**config.mk**
```make
export PLATFORM = sky130hd
export DESIGN_NAME = pipe_stage_reg
export DESIGN_NICKNAME = d
export VERILOG_FILES = /design/src/rtl/pipe_stage_reg.sv
export SDC_FILE = /design/constraint.sdc
export NUM_CORES = 1
export LEC_CHECK = 0
export CAP_MARGIN = 5
export CORE_AREA = 2 2 162 164
export DETAILED_ROUTE_END_ITERATION = 10
export DIE_AREA = 0 0 164 166
export PLACE_DENSITY = 0.66
export REMOVE_ABC_BUFFERS = 1
export SYNTH_ARGS = -nofsm -noshare
export SYNTH_HDL_FRONTEND = slang
export SYNTH_SLANG_ARGS = --single-unit
```
**constraint.sdc**
```tcl
create_clock -name clk -period 0.9 [get_ports clk]
set_input_delay 0.18 -clock clk [delete_from_list [all_inputs] [get_ports clk]]
set_output_delay 0.18 -clock clk [all_outputs]
set_load 0.005 [all_outputs]
```
**src/rtl/pipe_stage_reg.sv**
```systemverilog
// Inter-stage pipeline register with bubble insertion, flush and a multi-cycle side buffer.
// Latency: 1 cycle input to output on advance; all outputs registered, no comb path.
// Backpressure: stall[STAGE] stops this slot, and stall[STAGE+1] decides between bubble and hold.
// Optional: define PIPE_STALL_CNT_EN to enable the saturating consecutive-stall counter.
module pipe_stage_reg #(
  parameter int                DATA_W  = 128,
  parameter int                SIDE_W  = 66,
  parameter int                STALL_W = 6,
  parameter int                STAGE   = 3,
  parameter logic [DATA_W-1:0] NOP_VAL = {DATA_W{1'b0}}
) (
  input  logic               clk,
  input  logic               rst,
  input  logic [STALL_W-1:0] stall,
  input  logic               flush,
  input  logic               in_valid,
  input  logic [DATA_W-1:0]  in_data,
  input  logic [SIDE_W-1:0]  side_i,
  output logic               out_valid,
  output logic [DATA_W-1:0]  out_data,
  output logic [SIDE_W-1:0]  side_o,
  output logic               bubble_o,
  output logic [15:0]        stall_cnt_o
);

  // Masks pick this boundary's two stall bits; all other stall bits are ignored.
  localparam logic [STALL_W-1:0] UP_MASK = STALL_W'(1) << STAGE;
  localparam logic [STALL_W-1:0] DN_MASK = STALL_W'(1) << (STAGE + 1);

  typedef enum logic [1:0] {
    ACT_FLUSH   = 2'd0,
    ACT_BUBBLE  = 2'd1,
    ACT_ADVANCE = 2'd2,
    ACT_HOLD    = 2'd3
  } act_e;

  logic              up_stall;
  logic              dn_stall;
  act_e              act;

  logic              valid_q,  valid_d;
  logic [DATA_W-1:0] data_q,   data_d;
  logic [SIDE_W-1:0] side_q,   side_d;
  logic              bubble_q, bubble_d;

  assign up_stall = |(stall & UP_MASK);
  assign dn_stall = |(stall & DN_MASK);

  // Priority decode: flush beats everything; downstream-only stall is treated as advance.
  always_comb begin
    act = ACT_ADVANCE;
    if (flush) begin
      act = ACT_FLUSH;
    end else if (up_stall && !dn_stall) begin
      act = ACT_BUBBLE;
    end else if (up_stall && dn_stall) begin
      act = ACT_HOLD;
    end
  end

  // Next-state for the slot: side buffer tracks the unit while stalled, clears when the slot moves.
  always_comb begin
    valid_d  = valid_q;
    data_d   = data_q;
    bubble_d = bubble_q;
    side_d   = side_i;
    case (act)
      ACT_FLUSH: begin
        valid_d  = 1'b0;
        data_d   = NOP_VAL;
        bubble_d = 1'b0;
        side_d   = '0;
      end
      ACT_BUBBLE: begin
        valid_d  = 1'b0;
        data_d   = NOP_VAL;
        bubble_d = 1'b1;
      end
      ACT_ADVANCE: begin
        valid_d  = in_valid;
        data_d   = in_data;
        bubble_d = 1'b0;
        side_d   = '0;
      end
      default: ; // hold: slot keeps its contents
    endcase
  end

  // Slot registers with immediate asynchronous reset.
  always_ff @(posedge clk or negedge rst) begin
    if (!rst) begin
      valid_q  <= 1'b0;
      data_q   <= NOP_VAL;
      side_q   <= '0;
      bubble_q <= 1'b0;
    end else begin
      valid_q  <= valid_d;
      data_q   <= data_d;
      side_q   <= side_d;
      bubble_q <= bubble_d;
    end
  end

  assign out_valid = valid_q;
  assign out_data  = data_q;
  assign side_o    = side_q;
  assign bubble_o  = bubble_q;

`ifdef PIPE_STALL_CNT_EN
  logic [15:0] cnt_q, cnt_d;

  // Count consecutive bubble/hold edges, saturating so the perf monitor never sees a wrap.
  always_comb begin
    cnt_d = 16'h0000;
    if (act == ACT_BUBBLE || act == ACT_HOLD) begin
      cnt_d = (cnt_q == 16'hFFFF) ? cnt_q : cnt_q + 16'h0001;
    end
  end

  // Counter register.
  always_ff @(posedge clk or negedge rst) begin
    if (!rst) begin
      cnt_q <= 16'h0000;
    end else begin
      cnt_q <= cnt_d;
    end
  end

  assign stall_cnt_o = cnt_q;
`else
  assign stall_cnt_o = 16'h0000;
`endif

endmodule
```
Yosys cells after proc, flatten, opt, wreduce, memory -nomap -nowiden --
Index checks and enable logic that the tools add are counted.
Word-level totals: register bits after elaboration 196, input bits 204, output and inout port bits 212, word-level logic and storage cells 21
Cells by class: eq/ne operators 2, muxes and demuxes 7, reduce and logical (&&, ||, !) cells 8
Operators by type and width (count):
- $pmux W128 S2 | 1
- $mux W66 | 1
- $mux W2 | 2
- $pmux W1 S2 | 2
- $reduce_bool A2 Y1 | 2
- $reduce_or A2 Y1 | 2
- $eq A2 B1 Y1 const B | 1
- $eq A2 B2 Y1 const B | 1
- $logic_and A1 B1 Y1 | 2
- $logic_not A2 Y1 | 1
- $logic_not A1 Y1 | 1
- $mux W1 | 1

Longest topological paths before layout --
depth in word-level cells 7, depth in mapped cells 5, gate-level depth less buffers 2

Worst setup path before layout --
No wires, ideal clock.
kind input to register, from in flush, to reg data_q[124], in the netlist out_data[124], library setup time 122 ps, arrival 909 ps, required time 778 ps, slack -130 ps, cell stages on the path 5, path buffers 3, path through buf_2 -> nor2b_1 -> buf_4 -> clkbuf_2 -> a32o_1
On the way: word-level cells in the longest chain between the ends 4, elaborated cells between the ends (all ways) 7, classes of those cells eq/ne (2); mux (2); reduce/logical (3)
RTL lines:
- start, declared | line 15 | input logic flush,
- $mux W2 * | line 52 | if (flush) begin
- $eq A2 B1 Y1 / $logic_not A2 Y1 (equally long branches) | line 67 | case (act)
- $reduce_or A2 Y1 (no source line)
- $pmux W128 S2 / $reduce_bool A2 Y1 (equally long branches)
- end signal, assigned | line 98 | data_q <= data_d;
- end, declared | line 42 | logic [DATA_W-1:0] data_q, data_d;
Mark *: on every way between the ends. The rest lies on a longest branch, timed or not. A chain may end at the register's enable or synchronous reset.

Worst setup path after layout --
from reg data_q[125], in the netlist out_data[125], to out out_data[125]
RTL lines:
- end, declared | line 20 | output logic [DATA_W-1:0] out_data,
No word-level cell between the ends.

==> flow_summary.toml <==
[outcome]
status = "complete, but fails checks"
failed_checks = "negative setup slack"

[worst_setup_path]
path_buf_inv = 1
r2r_end = "out_data[114]"
worst-endpoint-arrival_ns = 1.00
cp.depth = 1
end_kind = "output port"
startpoint_type = "flop"
critical-path-max-stage-delay_ns = 0.43
reg2reg_slack_ns = -0.04
required_ns = 0.72
cp_max_fo = 2
worstSetupPathType = "reg2out"
cp_slowest_cell = "dfrtp_1"
r2r_start = "out_data[114]"
reg2reg_depth = 5
cpLargestDelayFamily = "flip-flops"
cp_cell_sequence = "buf_2"

[clocking]
clock_tree.root_cell = "clkbuf_16"
cts_made_buffers = 17
cts.clk_slew.worst_paths_ns = 0.08
insertion_delay_ns = 0.42
htreeDepth = 4
cts_sinks = 196
cts_tree = "built"
clockBufferDepth = 2

[min_path]
holdPathEnd = "out_data[60]"
worstHoldPathCells = 3
hold_path_class = "in2reg"
worstHoldStart = "stall[3]"

[power_and_ir_drop]
total_power_mw = 20.0
vdd_drop_max_mv = 1.01
powerDensity_nw_per_um2 = 1560
p_leak_nw = 6.24

[final_layout]
drive_above_1_share_pct = 31.9
num-fill-cells = 2388
syn_to_final_growth_pct = 62.3
layout.nets = 1406
utilization_pct = 50.1

[logic_synthesis]
ys_seq_area_share_pct = 62.0
synth_area_um2 = 7910
ys_ff_latch = 196
synth_edf_count = 0
synth_top_cell_area_share_pct = 62.0
yosys_warnings = 0
ys_types = 18
syn_avg_cell_area_um2 = 10.9
synth_top_area_cell = "dfrtp_1"
synth_flop_cell = "dfrtp_1"
synth.area.top_cells = "dfrtp_1 62%, nand2b_1 9.8%, a21oi_1 7.9%"
synthCells = 723
synth_common_cells = "196 x dfrtp_1, 124 x a21oi_1, 124 x nand2b_1, 124 x nand3_1, 66 x and2_1"
synth.most_common_cell = "dfrtp_1"
async_flop_share_pct = 100

[timing]
fin_crit_ns = 1.18
worst_slack_ns = -0.278
fin_crit_sh_pct = 131
drv_slew = 0
final-hold-violation-count = 0
rsz0062_at_grt = "true"
hold_ws_ns = 0.107
timing.fmax_mhz = 849
finalClockSkew_ns = 0
finalSetupViolations = 197

[place]
io_buffers = 395
place_congestion = 0.799
dpl.hpwl_um = 19300

[global_route]
antenna_found_initial = 2
overflow = 0
grt_max_degree = 61
grt_pass1_vias = 7071
track_usage_pct = 19.2
grt_pass1_wl_um = 40400

[routing]
routed_via_density = 4.50
firstDrtPassIters = 4
wl_per_cell_um = 17.2
ant_nets = 0
totalWireLength_um = 26700
drtIter0Drc = 404
drcViolationCount = 0
via_count = 6986

[die]
dieArea_um2 = 27200
dieHeight_um = 166
core-area_um2 = 25600
fp-row-count = 59
die_x_um = 164
initial_core_util_pct = 30.9
pin_count = 416

[run]
maxCapViolations = 0
## cells in the final DEF (no fill, tap or decap)
master and count:
dfrtp_1 196, clkdlybuf4s50_1 195, buf_2 184, nand2b_1 124, a21oi_1 112, buf_4 112
nand3_1 109, and2_1 66, clkbuf_16 17, conb_1 16, buf_12 16, nand3_2 15
buf_6 15, a21oi_2 12, inv_8 7, a32o_1 5, diode_2 2, inv_6 2
clkinv_8 2, clkinvlp_4 2, nor2b_4 1, nor2_1 1, inv_1 1, a21boi_2 1
clkinv_4 1, clkbuf_1 1, dlygate4sd3_1 1, clkbuf_8 1
## power by group
part | total [mW] | switching [mW] | internal (mW) | leakage [nW]
logic | 3.09 | 1.31 | 1.78 | 3.33
clock network | 7.59 | 3.83 | 3.75 | 0.280
registers | 9.34 | 0.164 | 9.17 | 2.63
## final cells by class
type,count,area [um2],share of cell area (%)
clock buffers,18,429,3.35
clock inverters,14,153,1.19
multi-input cells,462,2690,21.0
repair buffers,524,4230,32.9
well taps,335,419,3.27
diodes,2,5.00,0.0390
flip-flops and latches,196,4900,38.2
inverters,1,3.75,0.0293
## stage by stage
stage / std cells / cell area, um2 / setup WS [ns] / setup TNS (ns)
after floorplan: 659 / 7470 / -1.26 / -84.97
after global placement: 1461 / 12600 / -0.234 / -39.34
after detailed placement: 1461 / 12600 / -0.213 / -40.55
after CTS: 1523 / 12500 / -0.317 / -45.09
after global routing: 1552 / 12800 / -0.335 / -49.47
final: 1552 / 12800 / -0.278 / -39.94
## routing by layer
metal / vias up / GRT usage [%] / wire [um]
li1: 3324 / - / -
met1: 3349 / 22.1 / 10300
met2: 285 / 34.0 / 13700
met3: 28 / 6.22 / 2150
met4: 0 / 5.30 / 546
met5: - / 0 / 0
## flip-flops by register name, indices dropped and copies added (netlist names)
register	cells
bubble_o	1
out_data	128
out_valid	1
side_o	66
## worst max-delay path by stage
stage / slack (ns) / from / end
after detailed placement: -0.21 / out_data[125] / out_data[125]
after global routing: -0.34 / out_data[125] / out_data[125]
after CTS: -0.32 / out_data[125] / out_data[125]
after floorplan: -1.26 / flush / bubble_o
final: -0.28 / out_data[125] / out_data[125]
after global placement: -0.23 / out_data[125] / out_data[125]
## logic make-up (layout without fill, tap and decap cells)
group | after synthesis | after routing | synth area share [%]
buf+inv | 80 | 557 | 6.27
flops | 196 | 196 | 62.0
simple gates | 316 | 316 | 23.0
other cells | 1 | 18 | 0.0474
compound gates | 130 | 130 | 8.63
## what timing repair did
action / CTS / global route
pin swaps: 0 / 12
setup buffers: 29 / 30
setup endpoints to repair: 196 / 203
hold buffers: 1 / 0
hold endpoints to repair: 196 / 0
resized for setup: 793 / 33
Power figures use the tool's default switching activity.
